==> src/rtl/mips_pkg.sv <==
`timescale 1ns/1ps
// Shared encodings for the execute stage: ALUOp/funct codes, internal ALU op enum,
// multiplier FSM states and the debug snapshot struct.
package mips_pkg;

    localparam int DATA_W  = 32;
    localparam int MUL_CYC = 32;

    localparam logic [1:0] ALUOP_ADD   = 2'b00;
    localparam logic [1:0] ALUOP_SUB   = 2'b01;
    localparam logic [1:0] ALUOP_RTYPE = 2'b10;
    localparam logic [1:0] ALUOP_ADD2  = 2'b11;

    localparam logic [5:0] FUNCT_ADD   = 6'h20;
    localparam logic [5:0] FUNCT_SUB   = 6'h22;
    localparam logic [5:0] FUNCT_AND   = 6'h24;
    localparam logic [5:0] FUNCT_OR    = 6'h25;
    localparam logic [5:0] FUNCT_SLT   = 6'h2A;
    localparam logic [5:0] FUNCT_MFHI  = 6'h10;
    localparam logic [5:0] FUNCT_MFLO  = 6'h12;
    localparam logic [5:0] FUNCT_MULT  = 6'h18;
    localparam logic [5:0] FUNCT_MULTU = 6'h19;

    typedef enum logic [3:0] {
        ALU_ADD,
        ALU_SUB,
        ALU_AND,
        ALU_OR,
        ALU_SLT,
        ALU_MFHI,
        ALU_MFLO,
        ALU_MULT,
        ALU_MULTU
    } alu_op_e;

    typedef enum logic [1:0] {
        ST_IDLE = 2'd0,
        ST_BUSY = 2'd1,
        ST_DONE = 2'd2
    } mul_state_e;

    typedef struct packed {
        mul_state_e  state;
        logic        mul_busy;
        logic [4:0]  mul_cnt;
    } ex_dbg_t;

    // Unknown funct codes fall back to add so stray encodings still produce a defined result.
    function automatic alu_op_e decode_alu(input logic [1:0] aluop, input logic [5:0] funct);
        alu_op_e op;
        op = ALU_ADD;
        case (aluop)
            ALUOP_ADD, ALUOP_ADD2: op = ALU_ADD;
            ALUOP_SUB:             op = ALU_SUB;
            default: begin
                case (funct)
                    FUNCT_ADD:   op = ALU_ADD;
                    FUNCT_SUB:   op = ALU_SUB;
                    FUNCT_AND:   op = ALU_AND;
                    FUNCT_OR:    op = ALU_OR;
                    FUNCT_SLT:   op = ALU_SLT;
                    FUNCT_MFHI:  op = ALU_MFHI;
                    FUNCT_MFLO:  op = ALU_MFLO;
                    FUNCT_MULT:  op = ALU_MULT;
                    FUNCT_MULTU: op = ALU_MULTU;
                    default:     op = ALU_ADD;
                endcase
            end
        endcase
        return op;
    endfunction

endpackage

==> src/rtl/ex_stage_if.sv <==
`timescale 1ns/1ps
// ID/EX input bundle and EX/MEM output bundle of the execute stage.
// master = pipeline side driving EX_*; slave = ex_stage.
interface ex_stage_if;
    import mips_pkg::*;

    logic                EX_RegDst;
    logic                EX_RegWrite;
    logic                EX_Branch;
    logic                EX_MemRead;
    logic                EX_MemWrite;
    logic                EX_ALUSrc;
    logic                EX_MemtoReg;
    logic [1:0]          EX_ALUOp;
    logic [DATA_W-1:0]   EX_pc_plus_4;
    logic [DATA_W-1:0]   EX_rdata1;
    logic [DATA_W-1:0]   EX_rdata2;
    logic [DATA_W-1:0]   EX_const_or_addr;
    logic [4:0]          EX_rt;
    logic [4:0]          EX_rd;

    logic                ex_stall;
    logic                MEM_RegWrite;
    logic                MEM_Branch;
    logic                MEM_MemRead;
    logic                MEM_MemWrite;
    logic                MEM_MemtoReg;
    logic [DATA_W-1:0]   MEM_alu_result;
    logic                MEM_zero;
    logic [DATA_W-1:0]   MEM_wdata;
    logic [DATA_W-1:0]   MEM_branch_target;
    logic [4:0]          MEM_wreg;

    modport master (
        output EX_RegDst, EX_RegWrite, EX_Branch, EX_MemRead, EX_MemWrite, EX_ALUSrc,
               EX_MemtoReg, EX_ALUOp, EX_pc_plus_4, EX_rdata1, EX_rdata2,
               EX_const_or_addr, EX_rt, EX_rd,
        input  ex_stall, MEM_RegWrite, MEM_Branch, MEM_MemRead, MEM_MemWrite, MEM_MemtoReg,
               MEM_alu_result, MEM_zero, MEM_wdata, MEM_branch_target, MEM_wreg
    );

    modport slave (
        input  EX_RegDst, EX_RegWrite, EX_Branch, EX_MemRead, EX_MemWrite, EX_ALUSrc,
               EX_MemtoReg, EX_ALUOp, EX_pc_plus_4, EX_rdata1, EX_rdata2,
               EX_const_or_addr, EX_rt, EX_rd,
        output ex_stall, MEM_RegWrite, MEM_Branch, MEM_MemRead, MEM_MemWrite, MEM_MemtoReg,
               MEM_alu_result, MEM_zero, MEM_wdata, MEM_branch_target, MEM_wreg
    );

endinterface

==> src/rtl/ex_stage_mult_iter.sv <==
`timescale 1ns/1ps
// Iterative unsigned W x W -> 2W shift-add multiplier, one partial product per cycle.
// o_done is high during the final step; o_product is valid the cycle after.
module mult_iter #(
    parameter int W   = 32,
    parameter int CYC = 32,
    localparam int CW = $clog2(CYC)
) (
    input  logic             clk,
    input  logic             rst,
    input  logic             i_start,
    input  logic [W-1:0]     i_a,
    input  logic [W-1:0]     i_b,
    output logic             o_busy,
    output logic             o_done,
    output logic [CW-1:0]    o_cnt,
    output logic [2*W-1:0]   o_product
);

    logic [2*W-1:0] r_mcand;
    logic [2*W-1:0] r_acc;
    logic [W-1:0]   r_mplr;
    logic [CW-1:0]  r_cnt;
    logic           r_busy;
    logic           w_last;

    assign w_last = r_busy && (r_cnt == CW'(CYC - 1));

    always_ff @(posedge clk) begin
        if (rst) begin
            r_mcand <= '0;
            r_acc   <= '0;
            r_mplr  <= '0;
            r_cnt   <= '0;
            r_busy  <= 1'b0;
        end else if (i_start && !r_busy) begin
            r_mcand <= {{W{1'b0}}, i_a};
            r_mplr  <= i_b;
            r_acc   <= '0;
            r_cnt   <= '0;
            r_busy  <= 1'b1;
        end else if (r_busy) begin
            if (r_mplr[0]) begin
                r_acc <= r_acc + r_mcand;
            end
            r_mcand <= r_mcand << 1;
            r_mplr  <= r_mplr >> 1;
            r_cnt   <= r_cnt + CW'(1);
            if (w_last) begin
                r_busy <= 1'b0;
            end
        end
    end

    assign o_busy    = r_busy;
    assign o_done    = w_last;
    assign o_cnt     = r_cnt;
    assign o_product = r_acc;

endmodule

==> src/rtl/ex_stage.sv <==
`timescale 1ns/1ps
// MIPS execute stage: ALU, branch target, dest select, HI/LO with an iterative
// MULT/MULTU that stalls upstream, and the EX/MEM pipeline register.
module ex_stage
    import mips_pkg::*;
#(
    parameter int DATA_W  = mips_pkg::DATA_W,
    parameter int MUL_CYC = mips_pkg::MUL_CYC
) (
    input  logic        clk,
    input  logic        rst,
    ex_stage_if.slave   bus,
    output ex_dbg_t     o_dbg
);

    mul_state_e          r_state;
    mul_state_e          w_state_nxt;
    logic                r_neg;
    logic [DATA_W-1:0]   r_hi;
    logic [DATA_W-1:0]   r_lo;

    logic [DATA_W-1:0]   w_a;
    logic [DATA_W-1:0]   w_b;
    logic [DATA_W-1:0]   w_sum;
    logic [DATA_W-1:0]   w_diff;
    logic [DATA_W-1:0]   w_result;
    logic [DATA_W-1:0]   w_target;
    logic [DATA_W-1:0]   w_a_mag;
    logic [DATA_W-1:0]   w_b_mag;
    logic [2*DATA_W-1:0] w_product;
    logic [2*DATA_W-1:0] w_product_fix;
    logic [4:0]          w_wreg;
    logic [4:0]          w_mul_cnt;
    alu_op_e             w_op;
    logic                w_is_mul;
    logic                w_signed_mul;
    logic                w_slt;
    logic                w_stall;
    logic                w_bubble;
    logic                w_mul_start;
    logic                w_mul_busy;
    logic                w_mul_done;
    logic                w_hilo_we;

    logic                r_mem_regwrite;
    logic                r_mem_branch;
    logic                r_mem_memread;
    logic                r_mem_memwrite;
    logic                r_mem_memtoreg;
    logic [DATA_W-1:0]   r_mem_alu_result;
    logic                r_mem_zero;
    logic [DATA_W-1:0]   r_mem_wdata;
    logic [DATA_W-1:0]   r_mem_branch_target;
    logic [4:0]          r_mem_wreg;

    assign w_a          = bus.EX_rdata1;
    assign w_b          = bus.EX_ALUSrc ? bus.EX_const_or_addr : bus.EX_rdata2;
    assign w_op         = decode_alu(bus.EX_ALUOp, bus.EX_const_or_addr[5:0]);
    assign w_is_mul     = (w_op == ALU_MULT) || (w_op == ALU_MULTU);
    assign w_signed_mul = (w_op == ALU_MULT);
    assign w_sum        = w_a + w_b;
    assign w_diff       = w_a - w_b;
    assign w_slt        = $signed(w_a) < $signed(w_b);
    assign w_target     = bus.EX_pc_plus_4 + {bus.EX_const_or_addr[DATA_W-3:0], 2'b00};
    assign w_wreg       = bus.EX_RegDst ? bus.EX_rd : bus.EX_rt;

    always_comb begin
        w_result = w_sum;
        case (w_op)
            ALU_SUB:  w_result = w_diff;
            ALU_AND:  w_result = w_a & w_b;
            ALU_OR:   w_result = w_a | w_b;
            ALU_SLT:  w_result = {{(DATA_W-1){1'b0}}, w_slt};
            ALU_MFHI: w_result = r_hi;
            ALU_MFLO: w_result = r_lo;
            default:  w_result = w_sum;
        endcase
    end

    // Signed multiply runs on magnitudes; the sign is reapplied when HI/LO is written.
    // 0x80000000 negates to itself, which is still the correct unsigned magnitude.
    assign w_a_mag = (w_signed_mul && w_a[DATA_W-1]) ? -w_a : w_a;
    assign w_b_mag = (w_signed_mul && w_b[DATA_W-1]) ? -w_b : w_b;

    mult_iter #(
        .W   (DATA_W),
        .CYC (MUL_CYC)
    ) u_mult (
        .clk       (clk),
        .rst       (rst),
        .i_start   (w_mul_start),
        .i_a       (w_a_mag),
        .i_b       (w_b_mag),
        .o_busy    (w_mul_busy),
        .o_done    (w_mul_done),
        .o_cnt     (w_mul_cnt),
        .o_product (w_product)
    );

    assign w_product_fix = r_neg ? -w_product : w_product;

    always_ff @(posedge clk) begin
        if (rst) begin
            r_state <= ST_IDLE;
        end else begin
            r_state <= w_state_nxt;
        end
    end

    // DONE deliberately does not look at EX_*: the mult is still presented there
    // for one more cycle and must not be reissued.
    always_comb begin
        w_state_nxt = r_state;
        w_stall     = 1'b0;
        w_bubble    = 1'b0;
        w_mul_start = 1'b0;
        w_hilo_we   = 1'b0;
        case (r_state)
            ST_IDLE: begin
                if (w_is_mul) begin
                    w_stall     = 1'b1;
                    w_bubble    = 1'b1;
                    w_mul_start = 1'b1;
                    w_state_nxt = ST_BUSY;
                end
            end
            ST_BUSY: begin
                w_stall  = 1'b1;
                w_bubble = 1'b1;
                if (w_mul_done) begin
                    w_state_nxt = ST_DONE;
                end
            end
            ST_DONE: begin
                w_bubble    = 1'b1;
                w_hilo_we   = 1'b1;
                w_state_nxt = ST_IDLE;
            end
            default: w_state_nxt = ST_IDLE;
        endcase
    end

    always_ff @(posedge clk) begin
        if (rst) begin
            r_neg <= 1'b0;
            r_hi  <= '0;
            r_lo  <= '0;
        end else begin
            if (w_mul_start) begin
                r_neg <= w_signed_mul && (w_a[DATA_W-1] ^ w_b[DATA_W-1]);
            end
            if (w_hilo_we) begin
                r_hi <= w_product_fix[2*DATA_W-1:DATA_W];
                r_lo <= w_product_fix[DATA_W-1:0];
            end
        end
    end

    always_ff @(posedge clk) begin
        if (rst) begin
            r_mem_regwrite      <= 1'b0;
            r_mem_branch        <= 1'b0;
            r_mem_memread       <= 1'b0;
            r_mem_memwrite      <= 1'b0;
            r_mem_memtoreg      <= 1'b0;
            r_mem_alu_result    <= '0;
            r_mem_zero          <= 1'b0;
            r_mem_wdata         <= '0;
            r_mem_branch_target <= '0;
            r_mem_wreg          <= '0;
        end else begin
            r_mem_regwrite      <= bus.EX_RegWrite & ~w_bubble;
            r_mem_branch        <= bus.EX_Branch   & ~w_bubble;
            r_mem_memread       <= bus.EX_MemRead  & ~w_bubble;
            r_mem_memwrite      <= bus.EX_MemWrite & ~w_bubble;
            r_mem_memtoreg      <= bus.EX_MemtoReg & ~w_bubble;
            r_mem_alu_result    <= w_result;
            r_mem_zero          <= (w_diff == '0);
            r_mem_wdata         <= bus.EX_rdata2;
            r_mem_branch_target <= w_target;
            r_mem_wreg          <= w_wreg;
        end
    end

    assign bus.ex_stall          = w_stall;
    assign bus.MEM_RegWrite      = r_mem_regwrite;
    assign bus.MEM_Branch        = r_mem_branch;
    assign bus.MEM_MemRead       = r_mem_memread;
    assign bus.MEM_MemWrite      = r_mem_memwrite;
    assign bus.MEM_MemtoReg      = r_mem_memtoreg;
    assign bus.MEM_alu_result    = r_mem_alu_result;
    assign bus.MEM_zero          = r_mem_zero;
    assign bus.MEM_wdata         = r_mem_wdata;
    assign bus.MEM_branch_target = r_mem_branch_target;
    assign bus.MEM_wreg          = r_mem_wreg;

    assign o_dbg.state    = r_state;
    assign o_dbg.mul_busy = w_mul_busy;
    assign o_dbg.mul_cnt  = w_mul_cnt;

endmodule

==> src/flat_wrapper.sv <==
// flat-port wrapper written by rule: the top's interface ports become plain ports
module ex_stage_flat import mips_pkg::*;
#(
    parameter int DATA_W  = mips_pkg::DATA_W,
    parameter int MUL_CYC = mips_pkg::MUL_CYC
)
  (clk, rst, o_dbg, bus_EX_RegDst, bus_EX_RegWrite, bus_EX_Branch, bus_EX_MemRead, bus_EX_MemWrite, bus_EX_ALUSrc, bus_EX_MemtoReg, bus_EX_ALUOp, bus_EX_pc_plus_4, bus_EX_rdata1, bus_EX_rdata2, bus_EX_const_or_addr, bus_EX_rt, bus_EX_rd, bus_ex_stall, bus_MEM_RegWrite, bus_MEM_Branch, bus_MEM_MemRead, bus_MEM_MemWrite, bus_MEM_MemtoReg, bus_MEM_alu_result, bus_MEM_zero, bus_MEM_wdata, bus_MEM_branch_target, bus_MEM_wreg);
  ex_stage_if bus_i ();
  input  logic clk;
  input  logic rst;
  output ex_dbg_t o_dbg;
  input wire logic [$bits(bus_i.EX_RegDst)-1:0] bus_EX_RegDst;
  input wire logic [$bits(bus_i.EX_RegWrite)-1:0] bus_EX_RegWrite;
  input wire logic [$bits(bus_i.EX_Branch)-1:0] bus_EX_Branch;
  input wire logic [$bits(bus_i.EX_MemRead)-1:0] bus_EX_MemRead;
  input wire logic [$bits(bus_i.EX_MemWrite)-1:0] bus_EX_MemWrite;
  input wire logic [$bits(bus_i.EX_ALUSrc)-1:0] bus_EX_ALUSrc;
  input wire logic [$bits(bus_i.EX_MemtoReg)-1:0] bus_EX_MemtoReg;
  input wire logic [$bits(bus_i.EX_ALUOp)-1:0] bus_EX_ALUOp;
  input wire logic [$bits(bus_i.EX_pc_plus_4)-1:0] bus_EX_pc_plus_4;
  input wire logic [$bits(bus_i.EX_rdata1)-1:0] bus_EX_rdata1;
  input wire logic [$bits(bus_i.EX_rdata2)-1:0] bus_EX_rdata2;
  input wire logic [$bits(bus_i.EX_const_or_addr)-1:0] bus_EX_const_or_addr;
  input wire logic [$bits(bus_i.EX_rt)-1:0] bus_EX_rt;
  input wire logic [$bits(bus_i.EX_rd)-1:0] bus_EX_rd;
  output wire logic [$bits(bus_i.ex_stall)-1:0] bus_ex_stall;
  output wire logic [$bits(bus_i.MEM_RegWrite)-1:0] bus_MEM_RegWrite;
  output wire logic [$bits(bus_i.MEM_Branch)-1:0] bus_MEM_Branch;
  output wire logic [$bits(bus_i.MEM_MemRead)-1:0] bus_MEM_MemRead;
  output wire logic [$bits(bus_i.MEM_MemWrite)-1:0] bus_MEM_MemWrite;
  output wire logic [$bits(bus_i.MEM_MemtoReg)-1:0] bus_MEM_MemtoReg;
  output wire logic [$bits(bus_i.MEM_alu_result)-1:0] bus_MEM_alu_result;
  output wire logic [$bits(bus_i.MEM_zero)-1:0] bus_MEM_zero;
  output wire logic [$bits(bus_i.MEM_wdata)-1:0] bus_MEM_wdata;
  output wire logic [$bits(bus_i.MEM_branch_target)-1:0] bus_MEM_branch_target;
  output wire logic [$bits(bus_i.MEM_wreg)-1:0] bus_MEM_wreg;
  assign bus_i.EX_RegDst = bus_EX_RegDst;
  assign bus_i.EX_RegWrite = bus_EX_RegWrite;
  assign bus_i.EX_Branch = bus_EX_Branch;
  assign bus_i.EX_MemRead = bus_EX_MemRead;
  assign bus_i.EX_MemWrite = bus_EX_MemWrite;
  assign bus_i.EX_ALUSrc = bus_EX_ALUSrc;
  assign bus_i.EX_MemtoReg = bus_EX_MemtoReg;
  assign bus_i.EX_ALUOp = bus_EX_ALUOp;
  assign bus_i.EX_pc_plus_4 = bus_EX_pc_plus_4;
  assign bus_i.EX_rdata1 = bus_EX_rdata1;
  assign bus_i.EX_rdata2 = bus_EX_rdata2;
  assign bus_i.EX_const_or_addr = bus_EX_const_or_addr;
  assign bus_i.EX_rt = bus_EX_rt;
  assign bus_i.EX_rd = bus_EX_rd;
  assign bus_ex_stall = bus_i.ex_stall;
  assign bus_MEM_RegWrite = bus_i.MEM_RegWrite;
  assign bus_MEM_Branch = bus_i.MEM_Branch;
  assign bus_MEM_MemRead = bus_i.MEM_MemRead;
  assign bus_MEM_MemWrite = bus_i.MEM_MemWrite;
  assign bus_MEM_MemtoReg = bus_i.MEM_MemtoReg;
  assign bus_MEM_alu_result = bus_i.MEM_alu_result;
  assign bus_MEM_zero = bus_i.MEM_zero;
  assign bus_MEM_wdata = bus_i.MEM_wdata;
  assign bus_MEM_branch_target = bus_i.MEM_branch_target;
  assign bus_MEM_wreg = bus_i.MEM_wreg;
  ex_stage #(.DATA_W(DATA_W), .MUL_CYC(MUL_CYC)) u_core (.clk(clk), .rst(rst), .bus(bus_i), .o_dbg(o_dbg));
endmodule
==> config.mk <==
export PLATFORM = sky130hd
export DESIGN_NAME = ex_stage_flat
export DESIGN_NICKNAME = d
export VERILOG_FILES = /design/src/rtl/mips_pkg.sv /design/src/rtl/ex_stage_if.sv /design/src/rtl/ex_stage_mult_iter.sv /design/src/rtl/ex_stage.sv /design/src/flat_wrapper.sv
export SDC_FILE = /design/constraint.sdc
export NUM_CORES = 1
export LEC_CHECK = 0
export CAP_MARGIN = 30
export CORE_MARGIN = 2
export CORE_UTILIZATION = 63
export CTS_CLUSTER_SIZE = 24
export DETAILED_ROUTE_END_ITERATION = 8
export PLACE_DENSITY = 0.92
export SLEW_MARGIN = 20
export SYNTH_ARGS = -nofsm -noshare
export SYNTH_HDL_FRONTEND = slang
export SYNTH_SLANG_ARGS = --single-unit
export TNS_END_PERCENT = 30
==> constraint.sdc <==
create_clock -name clk -period 7.2 [get_ports clk]
set_input_delay 1.44 -clock clk [delete_from_list [all_inputs] [get_ports clk]]
set_output_delay 1.44 -clock clk [all_outputs]
set_load 0.02 [all_outputs]
Word-level counts from Yosys, hierarchy flattened
Index checks and enable logic that the tools add are counted.

Flip-flop bits (word level): 340. Bits of input ports: 149. Output and inout port bits: 116. Logic and storage cells: 100.

$add $sub $neg: 8. Muxes and demuxes: 23. Bitwise gates (word level): 9. Eq/ne operators: 23. Reductions and logical operators: 16. Magnitude comparators: 1.

Operator list (count): two-way mux 32 bit (7); one-hot mux 32 bit (6 select lines) (1); adder 32 bit (2); adder 64 bit (1); two-way mux 64 bit (1); negator 32 bit (2); negator 64 bit (1); AND 32 bit (1); zero test 32 bit (1); less-than comparator 32 bit (1); bitwise OR 32 bit (1); one-hot mux 4 bit (8 select lines) (1); subtractor 32 bit (1); equality test 6 x 5 -> 1 bit (second input constant) (4); equality test 6 bit (second input constant) (4); equality test 4 x 3 -> 1 bit (second input constant) (4); equality test 4 x 2 -> 1 bit (second input constant) (2); one-hot mux 4 bit (2 select lines) (1); two-way mux 1 bit (6); OR reduction 2 bit (3); adder 5 x 1 -> 5 bit (second input constant) (1); AND 1 bit (5); equality test 5 bit (second input constant) (1); logical AND 1 bit (5); 17 further kinds (23).

Depth between registers and ports, before layout
Gate-level depths: netlist (run 1).

Depth in word-level cells: 9. Gate-level depth with buffers: 18. Depth with buffers taken out: 15.

Modules after synthesis
From an unflattened synthesis (run 1), not the netlist that was laid out.

Cell total of the unflattened synthesis: 3194. Area total of the unflattened synthesis: 24970.2 sq um.

By module, submodules not included: ex_stage (sequential area each 3483.3 sq um, cells each 1908, instances 1, area an instance 14824.2 sq um); mult_iter (sequential area each 3323.2 sq um, cells each 1286, instances 1, area an instance 10146.0 sq um).

Worst setup path after synthesis (run 1)
No wires, ideal clock.

Kind: input to register. Start: input bus_EX_ALUSrc. End: register u_core.r_mem_alu_result[24], in the netlist u_core.bus.MEM_alu_result[24]. Setup time: 0.132 ns. Data arrival time: 5.273 ns. Path slack: 1.795 ns. Stages on the path: 18. Path buffers: 5. Data required time: 7.068 ns. Cell sequence: buf_2 > buf_2 > buf_2 > buf_2 > mux2i_1 > inv_1 > ha_1 > buf_2 > nand3_1 > nor2_1 > or4b_1 > and3_1 > a211o_1 > a21oi_1 > o21ai_0 > nor4b_1 > a2111oi_0 > a21oi_1.

Longest elaborated chain between the ends: 3. Elaborated cells on any way between the ends: 6. Classes of those cells: 2 x add/sub; 2 x mux; 2 x bitwise.

RTL lines: start, declared (RTL line flat_wrapper.sv:17) `input wire logic [$bits(bus_i.EX_ALUSrc)-1:0] bus_EX_ALUSrc;`; two-way mux 32 bit (*) (RTL line ex_stage.sv:57) `assign w_b = bus.EX_ALUSrc ? bus.EX_const_or_addr : bus.EX_rdata2;`; adder 32 bit (tied with other cells) (RTL line ex_stage.sv:61) `assign w_sum = w_a + w_b;`; one-hot mux 32 bit (6 select lines) (*) (RTL line ex_stage.sv:69) `case (w_op)`; end signal, assigned (RTL line ex_stage.sv:177) `r_mem_alu_result <= w_result;`; end, declared (RTL line ex_stage.sv:50) `logic [DATA_W-1:0] r_mem_alu_result;`.

Mark *: on every way between the ends. The rest lies on a longest branch, timed or not. A chain may end at the register's enable or synchronous reset.

Worst setup path after layout (run 1)
Start: input bus_EX_const_or_addr[1]. End: output bus_ex_stall.

Longest elaborated chain between the ends: 7. Elaborated cells on any way between the ends: 15. Classes of those cells: 10 x eq/ne; 4 x mux; 1 x reduce/logical.

RTL lines: start, declared (RTL line flat_wrapper.sv:23) `input wire logic [$bits(bus_i.EX_const_or_addr)-1:0] bus_EX_const_or_addr;`; equality test 6 x 5 -> 1 bit or equality test 6 bit (tied branches) (RTL line mips_pkg.sv:56) `case (funct)`; one-hot mux 4 bit (8 select lines) (*) (RTL line mips_pkg.sv:56); one-hot mux 4 bit (2 select lines) (*) (RTL line mips_pkg.sv:52) `case (aluop)`; equality test 4 x 3 -> 1 bit or equality test 4 bit (tied branches) (RTL line ex_stage.sv:59) `assign w_is_mul = (w_op == ALU_MULT) || (w_op == ALU_MULTU);`; logical OR 1 bit (*) (RTL line ex_stage.sv:59); two-way mux 1 bit (*) (RTL line ex_stage.sv:120) `if (w_is_mul) begin`; one-hot mux 1 bit (2 select lines) (*) (RTL line ex_stage.sv:118) `case (r_state)`; end, declared (RTL line flat_wrapper.sv:26) `output wire logic [$bits(bus_i.ex_stall)-1:0] bus_ex_stall;`.

Marks and branches as above.

==> metrics.csv, run 1 <==
stage;metric;value;unit
power_and_ir_drop;pwr/cell area;188;mW/mm^2
synth;synthesized area per cell;7.77;sq um
timing;WHS;0.485;ns
setup_path;Worst setup SP type;primary input;
cts;total CTS buffers;38;
floorplan;Rows;72;
floorplan;die width;202;um
synth;Distinct cells, synth;94;
timing;fin crit period;6.08;ns
setup_path;WS Path Type;in2out;
route;WL/cell;24.0;um
place;GPL Wtd Cong;1.06;
outcome;outcome;complete, no violations;
route;final WL;92900;um
cts;CTS max path bufs;3;
setup_path;Critical Path Sink Type;output pin;
run;total of max-cap violations;0;
setup_path;Worst EP arrival;4.64;ns
synth;synth top area cells;dfxtp_1 (28%), ha_1 (10%), a21oi_1 (5.6%);
finish;Antenna Cells;0;
synth;synthesized flop and latch total;340;
synth;synth cell count leaders;nor2_1 (362), dfxtp_1 (340), nand2_1 (323);
place;HPWL after DPL;69400;um
setup_path;critical path fanouts, max;8;
synth;dominant synthesized flop cell;dfxtp_1;
route;Starting DRT DRC Count;3144;
route;routed via count;25914;
route;met3 routed WL;10700;um
global_routing;total track usage;44.1;%
global_routing;largest net degree at the start of global routing;146;
cts;clock sink total;340;
synth;Post-synth EDFFs;0;
timing;Max Slew Vio Count;0;
synth;sequential area share after synthesis;27.7;%
finish;fill count;2790;
finish;Util after Layout;74.7;%
floorplan;core area;0.0386;sq mm
floorplan;initial core utilization;63.7;%
global_routing;GRT Residual Overflow;0;
cts;CTS tree;yes;
cts;Hold-fix buffers, CTS;0;
cts;Root Driver;clkbuf_16;
route;Top Metal Used;met4;
power_and_ir_drop;Leakage;11.4;nW
route;Metal-1 WL;35800;um
synth;Synthesis Warnings;0;
route;met2 wire length;40400;um
cts;post-CTS setup buffers;0;
timing;Peak Freq;165;MHz
finish;share of cells above drive strength 1;4.83;%
synth;Post-Syn Instances;3164;
timing;Worst Tran Pin Value;0.963;ns
synth;most frequent cell after synthesis;nor2_1;
synth;Syn Nets;3516;
finish;Final #Nets;3682;
finish;Layout area overhead;17.2;%
global_routing;vias in the first global route;24306;
floorplan;# IOs;265;
cts;Worst-Skew Late Latency;0.58;ns
timing;final setup fails;0;
route;drt first pass iters;7;
route;# DRC;0;
synth;post-synth top area share;27.7;%
global_routing;initial antenna violation count;0;
timing;Worst slew margin;34.0;%
power_and_ir_drop;Max rail drop VDD;0.187;mV
floorplan;Die Ht;202;um
cts;clk slew on worst S/H paths;0.06;ns
global_routing;first-pass GRT wire length;141000;um
route;Avg Vias per Cell;6.69;
route;Final ANT Viol Nets;0;
setup_path;WP data required;5.76;ns
min_path;hold crit path type;reg2reg;
synth;synthesized cell area;0.0246;sq mm
synth;Yosys top cell by area;dfxtp_1;
timing;RSZ-0062 raised after global routing;false;
cts;H-tree depth;2;
cts;post-CTS sizing;0;
timing;Fin Setup TNS;0;ns
floorplan;die area;0.0406;sq mm
timing;Hold Vio Cnt, Final;0;
place;count of input and output buffers;264;
synth;ys async rst share;0;%
timing;Tcrit/Tclk final;84.4;%
timing;Final Skew;0.0188;ns
## path summary, 6_finish.rpt
| path | start | to | slack [ns] | cells after the start |
|---|---|---|---|---|
| setup / recovery | bus_EX_const_or_addr[1] | bus_ex_stall | 1.12 | 8 |
| hold / removal | u_core.u_mult.r_mplr[17] | u_core.u_mult.r_mplr[16] | 0.48 | 2 |
| setup reg to reg | u_core.u_mult.o_product[0] | u_core.u_mult.o_product[60] | 3.04 | 13 |
| hold reg to reg | u_core.u_mult.r_mplr[17] | u_core.u_mult.r_mplr[16] | 0.48 | 2 |
## report_power, final
group	internal, mW	switching (mW)
Sequential	1.99	0.0622
Clock	1.16	0.848
Combinational	0.531	0.815
Total	3.68	1.73
## critical path, stage by stage
cell             delay (ns)
clkdlybuf4s50_1        0.70
inv_1                  0.15
or4b_1                 0.61
o21a_1                 0.20
nor3_1                 0.40
o211ai_1               0.32
nand2b_1               0.18
clkdlybuf4s50_1        0.62
## state kept, by name (all words and copies together), names as in the netlist
signal	count
u_core.u_mult.o_product	64
u_core.u_mult.r_mcand	64
u_core.bus.MEM_alu_result	32
u_core.bus.MEM_branch_target	32
u_core.bus.MEM_wdata	32
u_core.r_hi	32
u_core.r_lo	32
u_core.u_mult.r_mplr	32
u_core.bus.MEM_wreg	5
u_core.u_mult.o_cnt	5
u_core.r_state	2
u_core.bus.MEM_Branch	1
u_core.bus.MEM_MemRead	1
u_core.bus.MEM_MemWrite	1
u_core.bus.MEM_MemtoReg	1
u_core.bus.MEM_RegWrite	1
u_core.bus.MEM_zero	1
u_core.r_neg	1
u_core.u_mult.o_busy	1
## kinds of logic after synthesis
| group | synth area share [%] |
|---|---|
| adders and majority gates | 10.5 |
| DFF | 27.7 |
| muxes | 3.34 |
| xor gates and xnor gates | 8.45 |
| AOI/OAI and AO/OA | 25.3 |
| buffers and inverters | 4.83 |
| and+or+nand+nor | 20.0 |
## final cells by class
class	count	area, sq um	area share (%)
Clock buffer	52	1070	3.73
Clock inverter	12	166	0.578
Sequential cell	340	6810	23.7
Inverter	127	477	1.66
Multi-Input combinational cell	2516	16600	57.7
Tap cell	518	648	2.25
Timing Repair Buffer	307	3000	10.4
## routing by layer
metal / vias to the layer above / track usage, %
met3: 353 / 9.59
li1: 11677 / -
met4: 0 / 25.2
met1: 12094 / 56.4
met5: - / 0
met2: 1790 / 68.9
## placed cells by master (no fill, tap or decap), types with 13 or more instances in the layout
master	n
a211oi_1	119
a21o_1	44
a21oi_1	277
a221o_1	18
a221oi_1	32
a31oi_1	34
and2_1	16
and3_1	18
buf_4	40
clkbuf_16	39
clkdlybuf4s50_1	262
dfxtp_1	338
ha_1	198
inv_1	126
mux2i_1	76
nand2_1	323
nand2b_1	33
nand3_1	45
nand4_1	27
nor2_1	361
nor2b_1	59
nor3_1	61
nor4_1	13
o211ai_1	18
o21a_1	18
o21ai_0	157
o21bai_1	27
o22ai_1	35
o31ai_1	38
o41ai_1	20
or2_2	15
or3_1	26
xnor2_1	128
xor2_1	109
## through the flow
step / setup WS (ns) / std cells / cell area (sq um) / total power, mW
final: 1.12 / 3872 / 28800 / 5.40
after global routing: 1.03 / 3872 / 28800 / 5.54
after CTS: 1.20 / 3870 / 28800 / 5.35
after detailed placement: 1.14 / 3806 / 27500 / 3.37
after global placement: 1.26 / 3806 / 27500 / 3.35
after floorplan: 1.79 / 3164 / 24600 / 2.84
Note: power is estimated with default switching activity, not from simulation.
==> run 2: changes to the inputs <==
--- a/config.mk
+++ b/config.mk
@@ -7,10 +7,10 @@
 export LEC_CHECK = 0
 export CAP_MARGIN = 30
 export CORE_MARGIN = 2
-export CORE_UTILIZATION = 63
+export CORE_UTILIZATION = 58
 export CTS_CLUSTER_SIZE = 24
 export DETAILED_ROUTE_END_ITERATION = 8
-export PLACE_DENSITY = 0.92
+export PLACE_DENSITY = 0.86
 export SLEW_MARGIN = 20
 export SYNTH_ARGS = -nofsm -noshare
 export SYNTH_HDL_FRONTEND = slang
==> constraint.sdc (replaced) <==
create_clock -name clk -period 5.6 [get_ports clk]
set_input_delay 1.12 -clock clk [delete_from_list [all_inputs] [get_ports clk]]
set_output_delay 1.12 -clock clk [all_outputs]
set_load 0.02 [all_outputs]
==> run 2 against run 1 <==
Sequential share of layout area fell by 0.41 points. Utilization fell by 4.7 points. Combinational power rose by 31%. Critical path depth rose by 1. Count of clock-buffer cells in the layout rose by 4. Wire length rose by 2.3%. Non-clock buffer count rose by 54. Critical path type unchanged.
==> metrics.csv, run 2 (synthesis gave the netlist of run 1 again) <==
stage;metric;value;unit
floorplan;die width;210;um
floorplan;Rows;75;
setup_path;WP data required;4.48;ns
global_routing;initial antenna violation count;1;
run;total of max-cap violations;0;
setup_path;Worst EP arrival;4.01;ns
finish;most common cell after layout, fill and taps aside;nor2_1;
cts;H-tree depth;2;
route;Starting DRT DRC Count;3356;
finish;area occupied by multi-input gates;0.0166;sq mm
global_routing;total track usage;41.9;%
finish;share of cells above drive strength 1;6.30;%
timing;Worst slew margin;36.9;%
timing;Fin Setup TNS;0;ns
floorplan;Die Ht;210;um
setup_path;WS Path Type;in2out;
timing;final setup fails;0;
setup_path;Critical Path Sink Type;output pin;
global_routing;met2 usage;66.5;%
cts;clk slew on worst S/H paths;0.06;ns
global_routing;largest net degree at the start of global routing;115;
cts;Root Driver;clkbuf_16;
power_and_ir_drop;pwr/cell area;239;mW/mm^2
floorplan;initial core utilization;58.7;%
route;Final ANT Viol Nets;0;
cts;Hold-fix buffers, CTS;0;
finish;Util after Layout;70.0;%
cts;total CTS buffers;39;
global_routing;GRT Residual Overflow;0;
place;GPL Wtd Cong;1.06;
floorplan;die area;0.0440;sq mm
floorplan;# IOs;265;
route;Avg Vias per Cell;6.57;
finish;fill count;3241;
finish;Layout area overhead;19.2;%
power_and_ir_drop;Max rail drop VDD;0.243;mV
timing;Final Skew;0.0162;ns
timing;Tcrit/Tclk final;91.5;%
place;count of input and output buffers;264;
route;WL/cell;24.1;um
cts;clock sink total;340;
timing;Hold Vio Cnt, Final;0;
route;# DRC;0;
timing;Max Slew Vio Count;0;
global_routing;GR Layer Usage met3;7.83;%
setup_path;Worst setup SP type;primary input;
global_routing;vias in the first global route;24707;
finish;register area;0.00681;sq mm
cts;Worst-Skew Late Latency;0.58;ns
place;HPWL after DPL;73700;um
finish;most frequent cells in the layout;nor2_1 (361), dfxtp_1 (338), nand2_1 (323);
min_path;hold crit path type;reg2reg;
cts;CTS max path bufs;3;
timing;Peak Freq;195;MHz
route;routed via count;25949;
route;final WL;95000;um
timing;RSZ-0062 raised after global routing;false;
global_routing;met1 usage;54.5;%
timing;Worst Tran Pin Value;0.946;ns
global_routing;layer with the highest usage;met2;
timing;fin crit period;5.13;ns
cts;CTS tree;yes;
floorplan;core area;0.0419;sq mm
route;drt first pass iters;9;
cts;post-CTS setup buffers;0;
power_and_ir_drop;Leakage;11.7;nW
cts;post-CTS sizing;0;
global_routing;first-pass GRT wire length;144000;um
finish;Final #Nets;3737;
setup_path;critical path fanouts, max;8;
outcome;outcome;complete, no violations;
## run 2: area by class of cell
class,count,area share (%)
antenna,1,0.00854
sequential,340,23.2
timing repair buffer,361,11.8
clock inverter,11,0.611
clock buffer,56,3.72
tap,539,2.30
multi-input combinational,2516,56.7
inverter,127,1.63
## run 2: critical path, cell delays in order
cell and delay (ns):
clkdlybuf4s50_1 0.69, inv_1 0.15, or4b_1 0.61, o21a_1 0.17
nor3_1 0.21, o211ai_1 0.13, buf_4 0.21, nand2b_1 0.10
clkdlybuf4s50_1 0.60
## run 2: path summary, 6_finish.rpt
check | from | endpoint | slack, ns | cells after the start
worst max-delay path | bus_EX_const_or_addr[1] | bus_ex_stall | 0.47 | 9
worst min-delay path | u_core.u_mult.r_mplr[7] | u_core.u_mult.r_mplr[6] | 0.47 | 2
worst max register to register | u_core.u_mult.o_product[0] | u_core.u_mult.o_product[60] | 1.45 | 13
worst min register to register | u_core.u_mult.r_mplr[7] | u_core.u_mult.r_mplr[6] | 0.47 | 2
## run 2: layer usage
| layer | wire, um | part of all wire, % |
|---|---|---|
| met2 | 41600 | 44 |
| met4 | 5690 | 6.0 |
| met1 | 38100 | 40 |
| met5 | 13 | 0.014 |
| met3 | 9620 | 10 |
## run 2: report_power, final
group,internal (mW),switching (mW)
clock network,1.51,1.09
registers,2.56,0.0746
logic,0.718,1.06
total,4.78,2.22
## run 2: metrics by stage
step	hold slack (ns)	instances	cell area, sq um	power (mW)	worst slack [ns]
finish	0.473	3951	29300	7.00	0.475
global route	0.507	3950	29300	7.21	0.330
CTS	0.471	3949	29300	6.96	0.507
detailed placement	0.460	3882	28000	4.40	0.142
global placement	0.460	3881	28000	4.38	0.225
floorplan	0.446	3164	24600	3.65	0.515
